[config.mk]
export PLATFORM = sky130hd
export DESIGN_NAME = fetch_unit_flat
export DESIGN_NICKNAME = d
export VERILOG_FILES = /design/src/rtl/fetch_unit_if.sv /design/src/rtl/fetch_unit.sv /design/src/flat_wrapper.sv
export SDC_FILE = /design/constraint.sdc
export NUM_CORES = 1
export LEC_CHECK = 0
export CAP_MARGIN = 20
export CORE_MARGIN = 3
export CORE_UTILIZATION = 52
export CTS_CLUSTER_SIZE = 24
export DETAILED_ROUTE_END_ITERATION = 12
export PLACE_DENSITY_LB_ADDON = 0.05
export SLEW_MARGIN = 15
export SYNTH_ARGS = -nofsm -noshare
export SYNTH_HDL_FRONTEND = slang
export SYNTH_SLANG_ARGS = --single-unit
[constraint.sdc]
create_clock -name clk -period 5.6 [get_ports clk]
set_input_delay 1.12 -clock clk [delete_from_list [all_inputs] [get_ports clk]]
set_output_delay 1.12 -clock clk [all_outputs]
set_load 0.1 [all_outputs]
[src/rtl/fetch_unit_if.sv]
// fetch_unit_if: bus bundle between the fetch stage and its neighbours.
//   Instruction-memory request/response, decode-side instruction handshake
//   with pre-split opcode fields, branch redirect, and the delivered-count.
//   master: fetch unit side.  slave: memory / decode / control side.
interface fetch_unit_if #(
  parameter int XLEN = 64
);
  logic            imem_req_valid;
  logic            imem_req_ready;
  logic [XLEN-1:0] imem_addr;
  logic            imem_resp_valid;
  logic [31:0]     imem_resp_data;
  logic            instr_valid;
  logic            instr_ready;
  logic [31:0]     instr;
  logic [XLEN-1:0] instr_pc;
  logic [6:0]      op;
  logic [2:0]      f3;
  logic [6:0]      f7;
  logic            redirect;
  logic [XLEN-1:0] redirect_target;
  logic [31:0]     fetch_count;

  modport master (
    output imem_req_valid, imem_addr, instr_valid, instr, instr_pc,
           op, f3, f7, fetch_count,
    input  imem_req_ready, imem_resp_valid, imem_resp_data, instr_ready,
           redirect, redirect_target
  );

  modport slave (
    input  imem_req_valid, imem_addr, instr_valid, instr, instr_pc,
           op, f3, f7, fetch_count,
    output imem_req_ready, imem_resp_valid, imem_resp_data, instr_ready,
           redirect, redirect_target
  );
endinterface

[src/rtl/fetch_unit.sv]
// fetch_unit: instruction fetch stage.
//   Holds the PC, issues one word request at a time to instruction memory,
//   and presents the fetched word (plus op/f3/f7 slices) to decode through a
//   single-entry output register. A redirect squashes whatever is in flight
//   or held and restarts fetching at the (word-aligned) target.
// Ports:
//   clk   - clock, all state on the rising edge
//   reset - synchronous active-high reset
//   bus   - fetch_unit_if.master: imem request/response, decode handshake,
//           redirect/redirect_target, fetch_count
module fetch_unit #(
  parameter int              XLEN     = 64,
  parameter logic [XLEN-1:0] RESET_PC = '0
) (
  input  logic          clk,
  input  logic          reset,
  fetch_unit_if.master  bus
);

  localparam logic [1:0] ST_REQ  = 2'd0;
  localparam logic [1:0] ST_WAIT = 2'd1;
  localparam logic [1:0] ST_HOLD = 2'd2;

  logic [1:0]      state;
  logic [XLEN-1:0] pc;
  logic [XLEN-1:0] inflightPc;
  logic [XLEN-1:0] instrPc;
  logic [31:0]     instrWord;
  logic            instrValid;
  logic            drop;
  logic [31:0]     fetchCount;

  logic [XLEN-1:0] alignedTarget;
  logic [XLEN-1:0] pcPlus4;
  logic            reqValid;
  logic            reqFire;
  logic            handshake;

  // Low two target bits are ignored so the PC always stays word aligned.
  assign alignedTarget = bus.redirect_target & {{(XLEN-2){1'b1}}, 2'b00};
  assign pcPlus4       = pc + {{(XLEN-3){1'b0}}, 3'b100};

  // Request is only offered from REQ, and never in a redirect or reset cycle.
  always_comb begin
    reqValid = 1'b0;
    if ((state == ST_REQ) && !bus.redirect && !reset) begin
      reqValid = 1'b1;
    end else begin
      reqValid = 1'b0;
    end
  end

  // Decode handshake is void while a redirect is present.
  always_comb begin
    handshake = 1'b0;
    if (instrValid && bus.instr_ready && !bus.redirect) begin
      handshake = 1'b1;
    end else begin
      handshake = 1'b0;
    end
  end

  assign reqFire = reqValid && bus.imem_req_ready;

  // Fetch FSM, PC, output register and delivered-instruction counter.
  always_ff @(posedge clk) begin
    if (reset) begin
      state      <= ST_REQ;
      pc         <= RESET_PC;
      inflightPc <= '0;
      drop       <= 1'b0;
      instrValid <= 1'b0;
      instrWord  <= 32'h0000_0000;
      instrPc    <= '0;
      fetchCount <= 32'd0;
    end else begin
      case (state)
        ST_REQ: begin
          // Responses are not expected here; a stale one is simply ignored.
          if (bus.redirect) begin
            pc <= alignedTarget;
          end else if (reqFire) begin
            inflightPc <= pc;
            pc         <= pcPlus4;
            state      <= ST_WAIT;
          end else begin
            state <= ST_REQ;
          end
        end
        ST_WAIT: begin
          if (bus.redirect) begin
            pc <= alignedTarget;
            if (bus.imem_resp_valid) begin
              // The response for the squashed fetch arrived this very cycle.
              drop  <= 1'b0;
              state <= ST_REQ;
            end else begin
              // Remember to throw away the response still on its way.
              drop <= 1'b1;
            end
          end else if (bus.imem_resp_valid) begin
            if (drop) begin
              drop  <= 1'b0;
              state <= ST_REQ;
            end else begin
              instrWord  <= bus.imem_resp_data;
              instrPc    <= inflightPc;
              instrValid <= 1'b1;
              state      <= ST_HOLD;
            end
          end else begin
            state <= ST_WAIT;
          end
        end
        ST_HOLD: begin
          if (bus.redirect) begin
            instrValid <= 1'b0;
            pc         <= alignedTarget;
            state      <= ST_REQ;
          end else if (handshake) begin
            instrValid <= 1'b0;
            fetchCount <= fetchCount + 32'd1;
            state      <= ST_REQ;
          end else begin
            state <= ST_HOLD;
          end
        end
        default: begin
          state      <= ST_REQ;
          drop       <= 1'b0;
          instrValid <= 1'b0;
        end
      endcase
    end
  end

  assign bus.imem_req_valid = reqValid;
  assign bus.imem_addr      = pc;
  assign bus.instr_valid    = instrValid;
  assign bus.instr          = instrWord;
  assign bus.instr_pc       = instrPc;
  assign bus.op             = instrWord[6:0];
  assign bus.f3             = instrWord[14:12];
  assign bus.f7             = instrWord[31:25];
  assign bus.fetch_count    = fetchCount;

endmodule

[src/flat_wrapper.sv]
// flat-port wrapper written by rule: the top's interface ports become plain ports
module fetch_unit_flat 
#(
  parameter int              XLEN     = 64,
  parameter logic [XLEN-1:0] RESET_PC = '0
)
  (clk, reset, bus_imem_req_valid, bus_imem_addr, bus_instr_valid, bus_instr, bus_instr_pc, bus_op, bus_f3, bus_f7, bus_fetch_count, bus_imem_req_ready, bus_imem_resp_valid, bus_imem_resp_data, bus_instr_ready, bus_redirect, bus_redirect_target);
  fetch_unit_if #(.XLEN(XLEN)) bus_i ();
  input  logic clk;
  input  logic reset;
  output wire logic [$bits(bus_i.imem_req_valid)-1:0] bus_imem_req_valid;
  output wire logic [$bits(bus_i.imem_addr)-1:0] bus_imem_addr;
  output wire logic [$bits(bus_i.instr_valid)-1:0] bus_instr_valid;
  output wire logic [$bits(bus_i.instr)-1:0] bus_instr;
  output wire logic [$bits(bus_i.instr_pc)-1:0] bus_instr_pc;
  output wire logic [$bits(bus_i.op)-1:0] bus_op;
  output wire logic [$bits(bus_i.f3)-1:0] bus_f3;
  output wire logic [$bits(bus_i.f7)-1:0] bus_f7;
  output wire logic [$bits(bus_i.fetch_count)-1:0] bus_fetch_count;
  input wire logic [$bits(bus_i.imem_req_ready)-1:0] bus_imem_req_ready;
  input wire logic [$bits(bus_i.imem_resp_valid)-1:0] bus_imem_resp_valid;
  input wire logic [$bits(bus_i.imem_resp_data)-1:0] bus_imem_resp_data;
  input wire logic [$bits(bus_i.instr_ready)-1:0] bus_instr_ready;
  input wire logic [$bits(bus_i.redirect)-1:0] bus_redirect;
  input wire logic [$bits(bus_i.redirect_target)-1:0] bus_redirect_target;
  assign bus_imem_req_valid = bus_i.imem_req_valid;
  assign bus_imem_addr = bus_i.imem_addr;
  assign bus_instr_valid = bus_i.instr_valid;
  assign bus_instr = bus_i.instr;
  assign bus_instr_pc = bus_i.instr_pc;
  assign bus_op = bus_i.op;
  assign bus_f3 = bus_i.f3;
  assign bus_f7 = bus_i.f7;
  assign bus_fetch_count = bus_i.fetch_count;
  assign bus_i.imem_req_ready = bus_imem_req_ready;
  assign bus_i.imem_resp_valid = bus_imem_resp_valid;
  assign bus_i.imem_resp_data = bus_imem_resp_data;
  assign bus_i.instr_ready = bus_instr_ready;
  assign bus_i.redirect = bus_redirect;
  assign bus_i.redirect_target = bus_redirect_target;
  fetch_unit #(.XLEN(XLEN), .RESET_PC(RESET_PC)) u_core (.clk(clk), .reset(reset), .bus(bus_i));
endmodule
After elaboration in Yosys (flattened, before gate mapping)
Cells that the tools add are included.

Register bits after elaboration: 260. Bits of input ports: 102. Output and inout port bits: 211. Logic and storage cells: 68.

Add/sub/neg operators: 2. Eq/ne operators: 11. Muxes and demuxes: 25. Bitwise logic cells: 4. Reduce and logical (&&, ||, !) cells: 18.

Operators with widths (number): 64-bit two-way mux (3); 64-bit case mux with 2 select lines (1); 64-bit by 3-bit adder with 64-bit output (second input constant) (1); 32-bit by 1-bit adder with 32-bit output (second input constant) (1); 2-bit two-way mux (7); 1-bit two-way mux (11); 3-bit AND reduction (3); 2-bit inequality test (second input constant) (4); 3-bit by 2-bit inequality test with 1-bit output (second input constant) (2); 3-bit inequality test (second input constant) (2); 2-bit case mux with 3 select lines (1); 1-bit logical AND (5); 5-bit AND reduction (1); 1-bit NOT (4); 2-bit AND reduction (2); 4-bit AND reduction (1); 2-bit OR reduction (2); 1-bit case mux with 3 select lines (1); 2-bit by 1-bit equality test with 1-bit output (second input constant) (1); 2-bit equality test (second input constant) (1); 1-bit logical NOT (2); 2-bit logical NOT (1); 2-bit by 1-bit inequality test with 1-bit output (second input constant) (1); 1-bit case mux with 2 select lines (1); 2-bit nonzero test (1).

Depth between registers and ports, before layout
Gate-level depths: netlist of run 1.

Depth after elaboration: 8. Mapped depth: 10. Mapped depth without buffers: 7.

Worst setup path before layout of run 1
No wires, ideal clock.

Kind: input -> output. Start: input port reset. End: output port bus_imem_req_valid. Arrival: 3.793 ns. Data required time: 4.480 ns. Slack: 0.687 ns. Cell stages on the path: 4. Buffers on the path: 3. Cell sequence: clkbuf_1 -> clkbuf_1 -> buf_1 -> nor3_1.

Cells in the longest elaborated chain, start to end: 3.

RTL lines: start: declaration (RTL line flat_wrapper.sv:10) `input logic reset;`; 1-bit logical NOT (RTL line fetch_unit.sv:46) `if ((state == ST_REQ) && !bus.redirect && !reset) begin`; 1-bit logical AND (RTL line fetch_unit.sv:46); 1-bit two-way mux (RTL line fetch_unit.sv:46); end: declaration (RTL line flat_wrapper.sv:11) `output wire logic [$bits(bus_i.imem_req_valid)-1:0] bus_imem_req_valid;`.

Every way passes these cells.

Final worst setup path of run 1
Start: register u_core.pc[42] (netlist: u_core.bus.imem_addr[42]). End: output port bus_imem_addr[42].

RTL lines: start: declaration (RTL line fetch_unit.sv:25) `logic [XLEN-1:0] pc;`; start signal: assignment (RTL line fetch_unit.sv:81) `pc <= alignedTarget;`; start signal: assignment (RTL line fetch_unit.sv:84) `pc <= pcPlus4;`; start signal: assignment (RTL line fetch_unit.sv:92) `pc <= alignedTarget;`; end: declaration (RTL line flat_wrapper.sv:12) `output wire logic [$bits(bus_i.imem_addr)-1:0] bus_imem_addr;`.

No word-level cell between the ends.

==> flow_summary.yaml, run 1 <==
run_status:
  status: "finished, final reports clean"
power:
  power_frac_clock: 0.417
  p_per_area_nw_per_um2: 293.7
  swShare: 0.2953
  combPwrFrac: 0.155
  p_int_mw: 3.213
  leakage_nw: 5.231
  p_switching_mw: 1.346
  p_seq_frac: 0.428
  max-vdd-ir-drop_mv: 0.2760
die:
  start_util: 0.5388
  core_um2: 21350
  fp.dieH_um: 154.8
  ioPinCount: 313
  die_width_um: 154.8
  die_area_um2: 23950
  fp-row-count: 53
min_path:
  hp-start: "u_core.inflightPc[20]"
  hold_path.class: "flop to flop"
cells_and_area:
  final_layout_size_suffix_gt1_frac: 0.05139
  n_fill_cell: 1712
  fin_cells: 2008
  final_nets: 1818
  syn_to_final_growth_pct: 34.92
  final_cell_mix: "nand2_1 (307), clkdlybuf4s50_1 (304), dfxtp_1 (254)"
  layout_commonest_cell: "nand2_1"
worst_setup_path:
  start_kind: "flop"
  crit_path_start: "u_core.bus.imem_addr[42]"
  cp_cell_sequence: "clkdlybuf4s50_1"
  cp_slowest_stage_delay_ns: 1.29
  path_class: "flop to output port"
  crit_fanout: 10
  critPathBufInv: 1
  required_ns: 4.48
  critPathCaptureType: "output port"
  cp_top_family: "buffers and inverters"
  timing.rr.start: "u_core.state[0]"
  crit_slowest_cell: "clkdlybuf4s50_1"
  cp.arrival_ns: 2.41
detailed_routing:
  drt-pass1-iter-count: 5
  wl_per_cell_um: 17.94
  top_layer: "met5"
  wl_met1_um: 14420
  postRouteAntennaNets: 0
  detail_route.vias_per_cell: 5.814
  dr_wl_met3_um: 3726
  finalWirelength_um: 36020
  wl_met2_um: 16840
  drt-initial-drc-count: 1087
  dr_total_vias: 11680
  route.detailed.drc: 0
clock_network:
  cts.path.max_buffers: 3
  hold_buffers: 0
  numClockSinks: 254
  h-tree-depth: 1
  cts_resized: 0
  path_clk_slew_ns: 0.06
  clkLatencyLatePin_ns: 0.55
  clockRootBuffer: "clkbuf_16"
  tritoncts: "yes"
  postCtsSetupBuffers: 0
  cts_inserted_buffers: 28
timing:
  min_period_over_period: 0.6304
  max_freq_mhz: 283.3
  fin_ws_ns: 2.070
  rsz0062_at_grt: "no"
  maxSlewViolCount: 0
  relSlewSlack: 0.2814
  hold_viol: 0
  tns_ns: 0
  tightest_slew_ns: 1.074
  setup-violations-final: 0
  layout_min_cycle_time_ns: 3.530
  fin_worst_skew_ns: 0.01359
synth:
  synth_cell_types: 63
  synthTopCellsByArea: "dfxtp_1 (44%), nand2_1 (10%), a21oi_1 (5.7%)"
  yosysSeqAreaShare: 0.4419
  yosys.area.top_type: "dfxtp_1"
  avgSynthCellArea_um2: 7.774
  synth_area_um2: 11510
  async_flop_share: 0
  synth_edf_count: 0
  yosys_warnings: 0
  synthCells: 1480
  synth_top_area_share: 0.4419
  synth_flop_cell: "dfxtp_1"
  ys_seq_elements: 254
global_routing:
  grt_start_max_net_pins: 126
  antenna_found_initial: 3
  grtUsageTotal: 0.2868
  grt_pass1_wl_um: 57440
  overflow: 0
  grt_pass1_vias: 10790
placement:
  numPortBuffers: 306
  dp.cells: 1954
  dpl.hpwl_um: 24170
  dp_slack_ns: 1.770
  gp_congestion: 0.9112
job:
  max_cap_viol_count: 0
## registers in the layout (all words and copies together) (netlist names)
signal,flops
u_core.bus.fetch_count,32
u_core.inflightPc,62
u_core.bus.instr_pc,62
u_core.bus.imem_addr,62
u_core.state,2
u_core.bus.instr_valid,1
u_core.bus.instr,32
u_core.drop,1
## metrics by stage
stage	hold WS, ns	utilization	instance area, um^2	total power [mW]
2_1_floorplan	0.4324	-	11520	2.459
3_3_place_gp	0.4379	0.6803	14530	2.681
3_5_place_dp	0.4429	0.6803	14530	2.687
4_1_cts	0.4503	0.7256	15490	4.578
5_1_grt	0.4667	0.7270	15520	4.708
6_report	0.4496	0.7270	15520	4.559
## Yosys cell counts (7+ instances only)
library cell	n
a211oi_1	24
a21oi_1	131
a311oi_1	14
and2_1	8
and3_1	22
and4_1	11
buf_1	14
buf_4	21
clkbuf_1	89
dfxtp_1	254
inv_1	15
nand2_1	307
nand2b_1	65
nand3_1	42
nand4_1	34
nor2_1	116
nor2b_1	8
nor3_1	33
nor4_1	30
o21ai_0	88
o21bai_1	15
o31a_1	7
o31ai_1	13
or3_1	9
xor2_1	22
## power by group through the flow
| stage | registers, mW | clock network, mW | logic, mW |
|---|---|---|---|
| after floorplan | 2.23 | 0 | 0.230 |
| after global placement | 1.99 | 0 | 0.695 |
| after detailed placement | 1.99 | 0 | 0.700 |
| after CTS | 1.95 | 1.93 | 0.703 |
| after global routing | 1.96 | 2.01 | 0.743 |
| final | 1.95 | 1.90 | 0.707 |
## routing by layer
metal  GRT usage  up-vias
met3     0.07694       91
li1            -     5602
met4     0.07653        4
met5           0        -
met1      0.3789     5411
met2      0.4665      567
## logic make-up after synthesis
group / share of synthesized area
buffers and inverters: 0.05404
adder cells (fa/ha/maj): 0.006524
multiplexers: 0.008590
flip-flops: 0.4419
AND/OR/NAND/NOR: 0.2927
AO/OA/AOI/OAI: 0.1768
other: 0.0003259
XOR/XNOR: 0.01903
## final timing paths
kind / end / slack [ns] / cells past startpoint
max: bus_imem_addr[42] / 2.07 / 1
min: u_core.bus.instr_pc[20] / 0.45 / 2
min reg2reg: u_core.bus.instr_pc[20] / 0.45 / 2
max reg2reg: u_core.bus.imem_addr[38] / 2.35 / 7
## final cells by class
| class | count | area [um^2] | area share |
|---|---|---|---|
| timing repair buffer | 324 | 3229 | 0.2080 |
| clock inverter | 16 | 176.4 | 0.01136 |
| multi-input combinational | 1087 | 5839 | 0.3762 |
| clock buffer | 36 | 790.8 | 0.05094 |
| sequential | 254 | 5085 | 0.3276 |
| inverter | 15 | 56.30 | 0.003627 |
| tap | 275 | 344.1 | 0.02216 |
| antenna | 1 | 2.502 | 0.0001612 |
Note: power is estimated with default switching activity, not from simulation.
==> inputs of run 2 (changes only) <==
--- a/config.mk
+++ b/config.mk
@@ -7,7 +7,7 @@
 export LEC_CHECK = 0
 export CAP_MARGIN = 20
 export CORE_MARGIN = 3
-export CORE_UTILIZATION = 52
+export CORE_UTILIZATION = 44
 export CTS_CLUSTER_SIZE = 24
 export DETAILED_ROUTE_END_ITERATION = 12
 export PLACE_DENSITY_LB_ADDON = 0.05
==> constraint.sdc (replaced) <==
create_clock -name clk -period 3.1 [get_ports clk]
set_input_delay 0.62 -clock clk [delete_from_list [all_inputs] [get_ports clk]]
set_output_delay 0.62 -clock clk [all_outputs]
set_load 0.1 [all_outputs]
==> flow_summary.yaml, run 2 (synthesis results as in run 1) <==
die:
  die_area_um2: 28130
  ioPinCount: 313
  start_util: 0.4517
  die_width_um: 167.7
  core_um2: 25470
  fp-row-count: 58
  fp.dieH_um: 167.7
placement:
  dpl.hpwl_um: 25670
  gp_congestion: 0.9145
  numPortBuffers: 306
worst_setup_path:
  critPathCaptureType: "flop"
  cp_cell_sequence: "ha_1, nand3_1, nor3_1, nand3_1, nor4_1, mux2_2"
  crit_top_cell: "nand3_1"
  cp.arrival_ns: 3.16
  crit_slowest_cell: "dfxtp_1"
  crit_fanout: 8
  cp_slowest_stage_delay_ns: 0.51
  required_ns: 3.53
  start_kind: "flop"
  cp_top_family: "simple AND/OR/NAND/NOR gates"
  critPathBufInv: 0
  path_class: "flop to flop"
timing:
  rsz0062_at_grt: "no"
  hold_slack_ns: 0.4509
  hold_viol: 0
  max_freq_mhz: 365.8
  tightest_slew_ns: 1.059
  min_period_over_period: 0.8819
  fin_worst_skew_ns: 0.01038
  tns_ns: 0
  setup-violations-final: 0
  relSlewSlack: 0.2942
  maxSlewViolCount: 0
  layout_min_cycle_time_ns: 2.734
clock_network:
  path_clk_slew_ns: 0.07
  postCtsSetupBuffers: 0
  cts.path.max_buffers: 3
  numClockSinks: 254
  clockRootBuffer: "clkbuf_16"
  tritoncts: "yes"
  cts_resized: 0
  cts_inserted_buffers: 28
  hold_buffers: 0
  h-tree-depth: 1
  clkLatencyLatePin_ns: 0.55
global_routing:
  antenna_found_initial: 0
  gr-usage-met2: 0.4172
  busiest_layer: "met2"
  grt_start_max_net_pins: 120
  gr-usage-met1: 0.3426
  grt_pass1_wl_um: 59550
  grt_util_met3: 0.05453
  overflow: 0
  grtUsageTotal: 0.2545
  grt_pass1_vias: 10860
power:
  p_int_mw: 5.711
  max-vdd-ir-drop_mv: 0.3559
  p_switching_mw: 2.450
  combPwrFrac: 0.161
  swShare: 0.3002
  p_seq_frac: 0.430
  leakage_nw: 5.782
  p_per_area_nw_per_um2: 532.0
  power_frac_clock: 0.409
run_status:
  status: "finished, final reports clean"
cells_and_area:
  syn_to_final_growth_pct: 33.34
  final_nets: 1851
  postLayoutCoreUtil: 0.6023
  final_layout_size_suffix_gt1_frac: 0.1847
  antennaDiodeCount: 0
  final_cell_mix: "nand2_1 (307), dfxtp_1 (253), buf_4 (252)"
  layout_commonest_cell: "nand2_1"
min_path:
  hold_path.class: "flop to flop"
detailed_routing:
  route.detailed.drc: 0
  wl_per_cell_um: 17.99
  drt-initial-drc-count: 1001
  drt-pass1-iter-count: 8
  detail_route.vias_per_cell: 5.520
  postRouteAntennaNets: 0
  finalWirelength_um: 37690
  dr_total_vias: 11570
job:
  max_cap_viol_count: 0
-- run 2: changes by cell type in the layout (fill, tap and decap cells not counted), sizes merged --
cell / delta
buf: +238
clkdlybuf4s50: -206
clkbuf: +7
clkinv: -4
bufinv: -2
clkinvlp: +1
diode: -1
inv: -1
-- run 2: tightest hold or removal path, stage by stage, from the launching register on --
cell and delay, ns:
dfxtp_1 0.31, nand2_1 0.05, a21oi_1 0.05
-- run 2: cell type report --
class / instances / area (um^2)
Multi-Input combinational cell: 1087 / 5844
Timing Repair Buffer: 357 / 3014
Fill cell: 2414 / 10130
Clock inverter: 10 / 83.83
Clock buffer: 42 / 844.6
Sequential cell: 254 / 5086
Tap cell: 330 / 412.9
Inverter: 15 / 56.30
-- run 2: stage by stage --
| stage | power [mW] | std cells | area, um^2 | setup slack (ns) |
|---|---|---|---|---|
| 2_1_floorplan | 4.443 | 1483 | 11520 | 0.01060 |
| 3_3_place_gp | 4.872 | 2042 | 14390 | 0.3457 |
| 3_5_place_dp | 4.880 | 2042 | 14390 | 0.2884 |
| 4_1_cts | 8.215 | 2094 | 15310 | 0.3598 |
| 5_1_grt | 8.450 | 2095 | 15340 | 0.1542 |
| 6_report | 8.161 | 2095 | 15340 | 0.3661 |
-- run 2: path summary, 6_finish.rpt --
kind | cells after the start | from | endpoint | slack (ns)
setup / recovery | 6 | u_core.bus.imem_addr[2] | u_core.bus.imem_addr[60] | 0.37
hold / removal | 2 | u_core.inflightPc[27] | u_core.bus.instr_pc[27] | 0.45
setup reg to reg | 6 | u_core.bus.imem_addr[2] | u_core.bus.imem_addr[60] | 0.37
hold reg to reg | 2 | u_core.inflightPc[27] | u_core.bus.instr_pc[27] | 0.45
-- run 2: power by group through the flow --
| stage | clock (mW) | combinational (mW) | sequential, mW |
|---|---|---|---|
| after floorplan | 0 | 0.417 | 4.03 |
| after global placement | 0 | 1.30 | 3.57 |
| after detailed placement | 0 | 1.30 | 3.58 |
| after CTS | 3.40 | 1.31 | 3.50 |
| after global routing | 3.55 | 1.38 | 3.52 |
| final | 3.34 | 1.31 | 3.51 |
-- run 2: per-layer routing --
layer  vias to the layer above  share of wire
met3                        52          0.076
met5                         -              0
li1                       5683              -
met2                       412           0.46
met1                      5418           0.44
met4                         0          0.022
==> inputs of run 3 (changes only) <==
--- a/config.mk
+++ b/config.mk
@@ -6,7 +6,7 @@
 export NUM_CORES = 1
 export LEC_CHECK = 0
 export CAP_MARGIN = 20
-export CORE_MARGIN = 3
+export CORE_MARGIN = 1
 export CORE_UTILIZATION = 44
 export CTS_CLUSTER_SIZE = 24
 export DETAILED_ROUTE_END_ITERATION = 12
==> flow_summary.yaml, run 3 (synthesis results as in run 1) <==
run_status:
  status: "finished, final reports clean"
cells_and_area:
  postLayoutCoreUtil: 0.6071
  layout_commonest_cell: "nand2_1"
  antennaDiodeCount: 0
  final_layout_size_suffix_gt1_frac: 0.1865
  syn_to_final_growth_pct: 34.03
  n_fill_cell: 2352
  final_nets: 1856
  fin_cells: 2099
  final_cell_mix: "nand2_1 (307), buf_4 (256), dfxtp_1 (253)"
timing:
  hold_viol: 0
  rsz0062_at_grt: "no"
  min_period_over_period: 0.8367
  setup-violations-final: 0
  fin_worst_skew_ns: 0.01705
  relSlewSlack: 0.4304
  max_freq_mhz: 385.5
  tns_ns: 0
  maxSlewViolCount: 0
  tightest_slew_ns: 0.8544
  hold_slack_ns: 0.4451
  layout_min_cycle_time_ns: 2.594
die:
  fp-row-count: 58
  start_util: 0.4530
  ioPinCount: 313
  die_width_um: 163.7
  fp.dieH_um: 163.7
  core_um2: 25400
  die_area_um2: 26800
detailed_routing:
  postRouteAntennaNets: 0
  drt-pass1-iter-count: 6
  drt-initial-drc-count: 1190
  finalWirelength_um: 36300
  detail_route.vias_per_cell: 5.512
  wl_per_cell_um: 17.29
  route.detailed.drc: 0
  dr_total_vias: 11570
worst_setup_path:
  required_ns: 3.52
  crit_fanout: 8
  cp_slowest_stage_delay_ns: 0.53
  rr_worst_depth: 7
  cp_top_family: "simple AND/OR/NAND/NOR gates"
  critPathBufInv: 1
  crit_slowest_cell: "or3_1"
  cp.arrival_ns: 3.01
  path_class: "flop to flop"
  cp_cell_sequence: "inv_1, ha_1, or2_2, a211o_1, or3_1, o31ai_1, a21oi_1"
  timing.rr.start: "u_core.state[0]"
  start_kind: "flop"
  critPathCaptureType: "flop"
  r2r_slack_ns: 0.51
  r2r-end: "u_core.bus.imem_addr[49]"
clock_network:
  hold_buffers: 0
  clkLatencyLatePin_ns: 0.54
  h-tree-depth: 1
  clockRootBuffer: "clkbuf_16"
  cts_resized: 0
  cts_inserted_buffers: 29
  cts.path.max_buffers: 3
  path_clk_slew_ns: 0.06
  postCtsSetupBuffers: 0
  tritoncts: "yes"
  numClockSinks: 254
job:
  max_cap_viol_count: 0
min_path:
  hold_path.class: "flop to flop"
  min_path_cells: 2
  hp-start: "u_core.inflightPc[3]"
  min_to: "u_core.bus.instr_pc[3]"
power:
  p_per_area_nw_per_um2: 539.9
  max-vdd-ir-drop_mv: 0.3939
  leakage_nw: 5.833
  power_mw: 8.325
placement:
  dpl.hpwl_um: 25070
  gp_congestion: 0.8971
  numPortBuffers: 306
  dp.cells: 2047
global_routing:
  antenna_found_initial: 0
  overflow: 0
  grt_pass1_wl_um: 56720
  grt_start_max_net_pins: 192
  grt_pass1_vias: 10720
  grtUsageTotal: 0.2612
run 3: changes by cell type in the layout (fill, tap and decap cells not counted):
cell / change
clkbuf_8: +1
buf_12: +1
bufinv_16: +2
inv_8: +1
buf_16: -1
clkinvlp_4: -2
clkinv_2: -1
clkinv_4: -1
buf_4: +4
run 3: layer usage:
| metal | track usage | part of all wire |
|---|---|---|
| met3 | 0.05884 | 0.084 |
| met2 | 0.4199 | 0.46 |
| met1 | 0.3527 | 0.44 |
| met4 | 0.06650 | 0.018 |
| met5 | 0 | 0 |
run 3: cell type report:
| type | count | area, um^2 | share of cell area |
|---|---|---|---|
| well taps | 330 | 412.9 | 0.02677 |
| repair buffers | 361 | 3037 | 0.1969 |
| clock inverters | 9 | 126.4 | 0.008195 |
| clock buffers | 43 | 858.3 | 0.05566 |
| inverters | 15 | 56.30 | 0.003651 |
| multi-input cells | 1087 | 5844 | 0.3790 |
| flip-flops and latches | 254 | 5086 | 0.3298 |
run 3: worst max-delay path by stage:
stage | start | end | slack (ns) | cells past startpoint
2_1_floorplan | u_core.bus.imem_addr[32] | u_core.bus.imem_addr[57] | 0.01 | 6
3_3_place_gp | bus_redirect | u_core.bus.imem_addr[37] | 0.34 | 6
3_5_place_dp | bus_redirect | u_core.bus.imem_addr[49] | 0.29 | 6
4_1_cts | u_core.state[0] | u_core.bus.imem_addr[49] | 0.53 | 7
5_1_grt | u_core.state[1] | u_core.bus.imem_addr[49] | 0.40 | 7
6_report | u_core.state[0] | u_core.bus.imem_addr[49] | 0.51 | 7
run 3: power by group:
group          switching, mW  internal, mW
registers              0.138          3.37
clock network           1.36          2.15
logic                  0.922         0.388
total                   2.42          5.91
run 3: tightest hold or removal path, cell delays in order, from the launching register on:
cell	delay [ns]
dfxtp_1	0.31
nand2_1	0.05
a21oi_1	0.05
run 3: stage by stage:
| stage | worst slack, ns | instance area, um^2 |
|---|---|---|
| 4_1_cts | 0.5319 | 15420 |
| 2_1_floorplan | 0.01060 | 11520 |
| 3_3_place_gp | 0.3447 | 14440 |
| 6_report | 0.5063 | 15420 |
| 5_1_grt | 0.3986 | 15420 |
| 3_5_place_dp | 0.2949 | 14440 |
